<file path="src/rtl/muldiv_seq_if.sv">
// Request/result bundle for the sequential multiply/divide unit.
// start/op/a/b are driven by the requester, everything else by the unit.
interface muldiv_seq_if #(
   parameter int WIDTH = 32
);
   // start is a request that counts only on an edge where busy is low and op
   // is 5 (multiply) or 6 (divide); it is dropped otherwise. done pulses for one
   // cycle per accepted request, and hi/lo/div_zero are valid from then on.
   logic             start;
   logic [2:0]       op;
   logic [WIDTH-1:0] a;
   logic [WIDTH-1:0] b;
   logic             busy;
   logic             done;
   logic [WIDTH-1:0] hi;
   logic [WIDTH-1:0] lo;
   logic             div_zero;

   modport master (
      output start, op, a, b,
      input  busy, done, hi, lo, div_zero
   );

   modport slave (
      input  start, op, a, b,
      output busy, done, hi, lo, div_zero
   );
endinterface

</file>
<file path="src/rtl/muldiv_seq.sv">
// Sequential unsigned multiplier (shift-add) and divider (restoring), one
// iteration per clock; WIDTH iterations per operation.
module muldiv_seq #(
   parameter int WIDTH = 32
) (
   input  logic        clk,
   input  logic        rst,
   muldiv_seq_if.slave bus,
   output logic [1:0]  dbg_state
);
   localparam int CW = (WIDTH > 1) ? $clog2(WIDTH) : 1;
   localparam logic [2:0] OP_MUL = 3'd5;
   localparam logic [2:0] OP_DIV = 3'd6;

   typedef enum logic [1:0] {IDLE, MUL, DIV, FINISH} state_t;

   state_t             state_q, state_d;
   logic [CW-1:0]      cnt_q;
   logic [WIDTH-1:0]   a_q, b_q;
   logic [2*WIDTH-1:0] prod_q, prod_d;
   logic [WIDTH:0]     mul_sum;
   logic [WIDTH-1:0]   rem_q, rem_d, quo_q, quo_d;
   logic [WIDTH:0]     rem_shift;
   logic               rem_ge;
   logic [WIDTH-1:0]   hi_q, lo_q;
   logic               div_zero_q;
   logic               accept, last_iter, op_valid;

   always_ff @(posedge clk) begin
      if (rst) state_q <= IDLE;
      else     state_q <= state_d;
   end

   always_comb begin
      state_d   = state_q;
      op_valid  = (bus.op == OP_MUL) || (bus.op == OP_DIV);
      accept    = 1'b0;
      last_iter = (cnt_q == CW'(WIDTH - 1));
      case (state_q)
         IDLE: begin
            if (bus.start && op_valid) begin
               accept = 1'b1;
               if (bus.op == OP_MUL)    state_d = MUL;
               else if (bus.b == '0)    state_d = FINISH;
               else                     state_d = DIV;
            end
         end
         MUL, DIV: if (last_iter) state_d = FINISH;
         FINISH:   state_d = IDLE;
         default:  state_d = IDLE;
      endcase
   end

   // Multiply: add the multiplicand into the upper half, then shift the whole
   // product right; the carry out of the add becomes the new MSB.
   always_comb begin
      mul_sum = {1'b0, prod_q[2*WIDTH-1:WIDTH]} + (prod_q[0] ? {1'b0, a_q} : '0);
      prod_d  = {mul_sum, prod_q[WIDTH-1:1]};
   end

   // Divide: the partial remainder stays below the divisor, so the shifted value
   // needs exactly one extra bit for the compare/subtract.
   always_comb begin
      rem_shift = {rem_q, quo_q[WIDTH-1]};
      rem_ge    = (rem_shift >= {1'b0, b_q});
      rem_d     = rem_ge ? WIDTH'(rem_shift - {1'b0, b_q}) : rem_shift[WIDTH-1:0];
      quo_d     = {quo_q[WIDTH-2:0], rem_ge};
   end

   always_ff @(posedge clk) begin
      if (rst) begin
         cnt_q      <= '0;
         a_q        <= '0;
         b_q        <= '0;
         prod_q     <= '0;
         rem_q      <= '0;
         quo_q      <= '0;
         hi_q       <= '0;
         lo_q       <= '0;
         div_zero_q <= 1'b0;
      end else begin
         case (state_q)
            IDLE: begin
               if (accept) begin
                  a_q        <= bus.a;
                  b_q        <= bus.b;
                  cnt_q      <= '0;
                  prod_q     <= {{WIDTH{1'b0}}, bus.b};
                  rem_q      <= '0;
                  quo_q      <= bus.a;
                  div_zero_q <= 1'b0;
                  if (bus.op == OP_DIV && bus.b == '0) begin
                     hi_q       <= bus.a;
                     lo_q       <= '1;
                     div_zero_q <= 1'b1;
                  end
               end
            end
            MUL: begin
               prod_q <= prod_d;
               cnt_q  <= last_iter ? '0 : cnt_q + 1'b1;
               if (last_iter) begin
                  hi_q <= prod_d[2*WIDTH-1:WIDTH];
                  lo_q <= prod_d[WIDTH-1:0];
               end
            end
            DIV: begin
               rem_q <= rem_d;
               quo_q <= quo_d;
               cnt_q <= last_iter ? '0 : cnt_q + 1'b1;
               if (last_iter) begin
                  hi_q <= rem_d;
                  lo_q <= quo_d;
               end
            end
            default: ;
         endcase
      end
   end

   assign bus.busy     = (state_q != IDLE);
   assign bus.done     = (state_q == FINISH);
   assign bus.hi       = hi_q;
   assign bus.lo       = lo_q;
   assign bus.div_zero = div_zero_q;
   assign dbg_state    = state_q;
endmodule

</file>
<file path="src/flat_wrapper.sv">
// flat-port wrapper written by rule: the top's interface ports become plain ports
module muldiv_seq_flat 
#(
   parameter int WIDTH = 32
)
  (clk, rst, dbg_state, bus_start, bus_op, bus_a, bus_b, bus_busy, bus_done, bus_hi, bus_lo, bus_div_zero);
  muldiv_seq_if #(.WIDTH(WIDTH)) bus_i ();
  input  logic clk;
  input  logic rst;
  output logic [1:0] dbg_state;
  input wire logic [$bits(bus_i.start)-1:0] bus_start;
  input wire logic [$bits(bus_i.op)-1:0] bus_op;
  input wire logic [$bits(bus_i.a)-1:0] bus_a;
  input wire logic [$bits(bus_i.b)-1:0] bus_b;
  output wire logic [$bits(bus_i.busy)-1:0] bus_busy;
  output wire logic [$bits(bus_i.done)-1:0] bus_done;
  output wire logic [$bits(bus_i.hi)-1:0] bus_hi;
  output wire logic [$bits(bus_i.lo)-1:0] bus_lo;
  output wire logic [$bits(bus_i.div_zero)-1:0] bus_div_zero;
  assign bus_i.start = bus_start;
  assign bus_i.op = bus_op;
  assign bus_i.a = bus_a;
  assign bus_i.b = bus_b;
  assign bus_busy = bus_i.busy;
  assign bus_done = bus_i.done;
  assign bus_hi = bus_i.hi;
  assign bus_lo = bus_i.lo;
  assign bus_div_zero = bus_i.div_zero;
  muldiv_seq #(.WIDTH(WIDTH)) u_core (.clk(clk), .rst(rst), .bus(bus_i), .dbg_state(dbg_state));
endmodule
</file>
<file path="config.mk">
export PLATFORM = sky130hd
export DESIGN_NAME = muldiv_seq_flat
export DESIGN_NICKNAME = d
export VERILOG_FILES = /design/src/rtl/muldiv_seq_if.sv /design/src/rtl/muldiv_seq.sv /design/src/flat_wrapper.sv
export SDC_FILE = /design/constraint.sdc
export NUM_CORES = 1
export LEC_CHECK = 0
export ABC_AREA = 1
export CAP_MARGIN = 5
export CORE_UTILIZATION = 25
export DETAILED_ROUTE_END_ITERATION = 7
export RECOVER_POWER = 50
export SLEW_MARGIN = 10
export SYNTH_ARGS = -nofsm -noshare
export SYNTH_HDL_FRONTEND = slang
export SYNTH_SLANG_ARGS = --single-unit
export TNS_END_PERCENT = 1
</file>
<file path="constraint.sdc">
create_clock -name clk -period 3.3 [get_ports clk]
set_input_delay 0.825 -clock clk [delete_from_list [all_inputs] [get_ports clk]]
set_output_delay 0.825 -clock clk [all_outputs]
set_load 0.01 [all_outputs]
</file>
Word level (Yosys, flattened, before mapping)
Cells that the tools add are included.

$lt $le $gt $ge: 1. Muxes and demuxes: 29. Add/sub/neg operators: 3. Eq/ne operators: 12. Reduce and logical (&&, ||, !) cells: 17.

Operator list (count): $mux W32 (12); $pmux W32 S3 (2); $pmux W32 S2 (2); $pmux W64 S2 (1); $mux W64 (1); $add A32 B33 Y33 (1); $ge A33 B32 Y1 (1); $logic_not A32 Y1 (1); $sub A32 B32 Y32 (1); $ne A2 B1 Y1 const B (6); $mux W5 (2); $pmux W5 S2 (1); $reduce_and A2 Y1 (5); $reduce_bool A2 Y1 (4); $eq A3 B3 Y1 const B (2); $mux W2 (3); $pmux W2 S3 (1); $add A5 B1 Y5 const B (1); $eq A5 B5 Y1 const B (1); $reduce_and A5 Y1 (1); $eq A2 B2 Y1 const B (2); $mux W1 (4); $reduce_bool A3 Y1 (1); $eq A2 B1 Y1 const B (1); 4 further kinds (5).

Word-level logic and storage cells: 72. Bits in registers: 264.

Longest topological paths before layout
Word-level depth: 7. Gate-level depth with buffers: 21.

Least setup slack after synthesis
Ideal clock, no wire load.

Path type: flip-flop to flip-flop. Start: register u_core.prod_q[0]. End: register u_core.hi_q[15] (netlist: u_core.bus.hi[15]). Buffers on the path: 2. Arrival time: 2168 ps. Clock period less this slack: 2290 ps. Slack: 1010 ps. Required time: 3178 ps. Stages on the path, launching flop included: 18. Cell sequence: dfxtp_1 > clkbuf_1 > clkbuf_1 > nand2_1 > inv_1 > ha_1 > a21oi_1 > nand2_1 > nand2_1 > nand2_1 > nand2_1 > nand2_1 > nand2_1 > nand2_1 > o21ai_0 > nand3_1 > nand2_1 > a21oi_2.

Cells in the longest elaborated chain, start to end: 4.

Ends and longest elaborated chain: from (decl) (RTL line muldiv_seq.sv:20) `logic [2*WIDTH-1:0] prod_q, prod_d;`; from (signal assigned) (RTL line muldiv_seq.sv:88) `prod_q <= {{WIDTH{1'b0}}, bus.b};`; from (signal assigned) (RTL line muldiv_seq.sv:100) `prod_q <= prod_d;`; $mux W32 (RTL line muldiv_seq.sv:57) `mul_sum = {1'b0, prod_q[2*WIDTH-1:WIDTH]} + (prod_q[0] ? {1'b0, a_q} : '0);`; $add A32 B33 Y33 (RTL line muldiv_seq.sv:57); $mux W32 (RTL line muldiv_seq.sv:102) `if (last_iter) begin`; $pmux W32 S3 (RTL line muldiv_seq.sv:82) `case (state_q)`; to (signal assigned) (RTL line muldiv_seq.sv:93) `hi_q <= bus.a;`; to (signal assigned) (RTL line muldiv_seq.sv:103) `hi_q <= prod_d[2*WIDTH-1:WIDTH];`; to (signal assigned) (RTL line muldiv_seq.sv:112) `hi_q <= rem_d;`; to (decl) (RTL line muldiv_seq.sv:25) `logic [WIDTH-1:0] hi_q, lo_q;`.

Every way passes these cells. The select of a mux whose other input is x is not followed. A chain may end at the register's enable or synchronous reset.

Worst setup path after layout
Start: input bus_op[1]. End: register u_core.b_q[1].

Cells in the longest elaborated chain, start to end: 6.

Ends and longest elaborated chain: from (decl) (RTL line flat_wrapper.sv:12) `input wire logic [$bits(bus_i.op)-1:0] bus_op;`; $eq A3 B3 Y1 (RTL line muldiv_seq.sv:36) `op_valid = (bus.op == OP_MUL) || (bus.op == OP_DIV);`; $logic_or A1 B1 Y1 (*) (RTL line muldiv_seq.sv:36); $logic_and A1 B1 Y1 (*) (RTL line muldiv_seq.sv:41) `if (bus.start && op_valid) begin`; $mux W1 (*) (RTL line muldiv_seq.sv:41); $mux W1 (*) (RTL line muldiv_seq.sv:39) `case (state_q)`; $reduce_and A2 Y1 (no source line) (*); to (signal assigned) (RTL line muldiv_seq.sv:86) `b_q <= bus.b;`; to (decl) (RTL line muldiv_seq.sv:19) `logic [WIDTH-1:0] a_q, b_q;`.

Mark *: on every way between the ends. The rest lies on a longest branch, timed or not.

==> impl_results.md <==
* Minimum clock period at 3.00 ns
* Initial antenna violation count at 2
* CTS Buf Count at 30
* Post-synthesis sequential area ratio at 0.330
* Die H at 255 um
* Post-Synth XOR/XNOR Area at 0.00766
* Setup bufs post-CTS at 0
* Final setup fails at 0
* Number of vias per cell at 4.79
* Final nets at 2729
* # IOs at 139
* CP Capture Type: flop
* Post-cts sizing count at 0
* Mapped Nets at 2634
* Mux share of post-synthesis cell area at 0
* CTS tree: built
* Leak at 0.00899 uW
* Hold Slack at 0.461 ns
* Final wirelength at 60700 um
* IO buf count at 138
* Adder-cell share of the synthesized area at 0.0572
* Residual DRC at 0
* # hold bufs at CTS at 0
* Chip Width at 255 um
* Detail Route Antenna Nets at 0
* Critical path peak fanout at 64
* Maximum clock path buffer count at 3
* Syn Inst Count at 2492
* Outcome: finished, final reports clean
* Main combinational cell family by area after synthesis: simple AND/OR/NAND/NOR gates
* Fin crit share at 0.908
* First-pass GRT wire length at 91900 um
* Fin. Hold Viols at 0
* GRT Total Usage at 0.183
* Fillers at 6949
* Max-slew violations at 0
* HP Class: reg -> reg
* Synth unique cells at 42
* Relative slew slack at 0.141
* Max rail drop VDD at 0.500 mV
* RSZ-0062 raised after global routing: no
* Avg Cell Area, Syn at 6.43 sq um
* Max Freq at 334 MHz
* Cell Area, Synth at 16000 sq um
* Critical Path Start Type: input port
* CTS Sinks at 264
* Clock Pin Slew Worst Setup and Hold Paths at 0.06 ns
* Via Count at 16500
* Initial DRC Count at 1524
* FFs w/ async S/R, synth at 0
* Vias in the first global route at 15500
* Die area at 65100 sq um
* Post-synthesis simple-gate area fraction at 0.302
* YS warnings at 0
* Initial DRT Pass Iterations at 5
* CTS H-Tree Depth at 1
* Critical path type: in -> reg
* Worst Skew at 0.0137 ns
* Prevailing post-synth register cell: dfxtp_1
* Tightest Pin Transition at 1.29 ns
* Post-DR wirelength/cell at 17.6 um
* Largest net degree at the start of global routing at 77
* Post-Route Utilization at 0.307
* Rows at 92
* ANT cells at 0
* Seq cells post-synth at 264
* Synth Area in Compound Gates at 0.199
* Layout cells sized above 1 at 0.0720
* Non-filler cells, final at 3456
* GR Overflow Total at 0
* CP arrival at 3.41 ns
* DP HPWL at 47400 um
* Starting Density at 0.253
* Worst skew pair latency at 0.59 ns
* CTS root buffer: clkbuf_16
* Placeable Area at 63200 sq um
* DP Cell Count at 3401
* Final TNS setup at 0 ns
* Worst Path Required at 3.72 ns
* Layout area overhead at 21.3%
* Pwr/cell area at 822 nW/um^2
* Number of flops mapped to enable cells by yosys at 0
* Tot Pwr at 16000 uW
* Max-cap violations at 0
* RePlAce Congestion at 0.978
## layer usage
metal,up-vias,share of wire,global-route usage
met4,2,0.036,0.0666
met5,-,0.00015,0
met3,90,0.055,0.0215
met2,454,0.46,0.300
met1,7632,0.45,0.246
li1,8363,-,-
## cells in the mapped netlist, types with 22 or more instances
cell	number	area share
inv_1	283	0.066
dfxtp_1	264	0.33
nand2_1	666	0.16
nand4_1	36	0.014
clkbuf_1	92	0.022
nand3b_1	31	0.015
nand3_1	145	0.045
a21oi_2	22	0.012
nor2_1	175	0.041
a21oi_1	215	0.067
a31oi_1	63	0.025
ha_1	70	0.055
o21ai_0	269	0.084
## flip-flops by register name, summed over array words and instances (netlist names)
register and count:
u_core.cnt_q 5, u_core.rem_q 32, u_core.bus.lo 32, u_core.dbg_state 2
u_core.a_q 32, u_core.prod_q 64, u_core.bus.div_zero 1, u_core.b_q 32
u_core.quo_q 32, u_core.bus.hi 32
## where the power goes
part	switching (uW)	internal [uW]	leakage, uW
Sequential	344	3740	0.00215
Combinational	5740	2690	0.00634
Clock	1430	2020	0.000499
Total	7520	8450	0.00899
## through the flow
step	setup slack [ns]	instance area [sq um]
final	0.303	19400
after detailed placement	0.0662	18500
after CTS	0.287	19500
after global routing	0.0984	19400
after global placement	0.00759	18500
after floorplan	1.01	16000
## worst max-delay path: stages
cell and delay [ns]:
clkdlybuf4s50_1 0.48, nor2_1 0.13, nand2_1 0.07, nand2_1 0.06, nand2_1 0.10, nor2_4 0.11
inv_2 0.06, clkbuf_2 0.68, o21ai_0 0.80, a21oi_1 0.09
## cells by family after synthesis
group	after synthesis
buffers and inverters	425
XOR/XNOR	14
flip-flops	264
AND/OR/NAND/NOR	1123
adder cells (fa/ha/maj)	72
AO/OA/AOI/OAI	594
## cells in the final DEF, fill, tap and decap left out, types with 11 or more instances in the layout
| cell | instances |
|---|---|
| a21oi_1 | 215 |
| a21oi_2 | 22 |
| a31oi_1 | 63 |
| buf_4 | 37 |
| clkbuf_16 | 30 |
| clkdlybuf4s50_1 | 87 |
| dfxtp_1 | 264 |
| dlygate4sd3_1 | 51 |
| ha_1 | 69 |
| inv_1 | 282 |
| inv_2 | 13 |
| nand2_1 | 666 |
| nand2_2 | 20 |
| nand3_1 | 145 |
| nand3_2 | 13 |
| nand3b_1 | 31 |
| nand4_1 | 36 |
| nor2_1 | 174 |
| nor3_1 | 13 |
| o21ai_0 | 269 |
| xnor2_1 | 11 |
## area by class of cell
cell class                      count  area [sq um]  area share
Tap cell                          846          1060      0.0545
Multi-Input combinational cell   1803          9080       0.468
Clock inverter                     13           159     0.00818
Timing Repair Buffer              190          1870      0.0962
Inverter                          298          1120      0.0579
Clock buffer                       42           846      0.0435
Sequential cell                   264          5290       0.272
## worst paths after layout
path | from | to | slack, ns | depth (start not counted)
max | bus_op[1] | u_core.b_q[1] | 0.30 | 10
min | u_core.b_q[26] | u_core.b_q[26] | 0.46 | 2
max reg2reg | u_core.dbg_state[1] | u_core.prod_q[12] | 0.37 | 8
min reg2reg | u_core.b_q[26] | u_core.b_q[26] | 0.46 | 2
No activity file was read; power rests on OpenSTA's default activity.
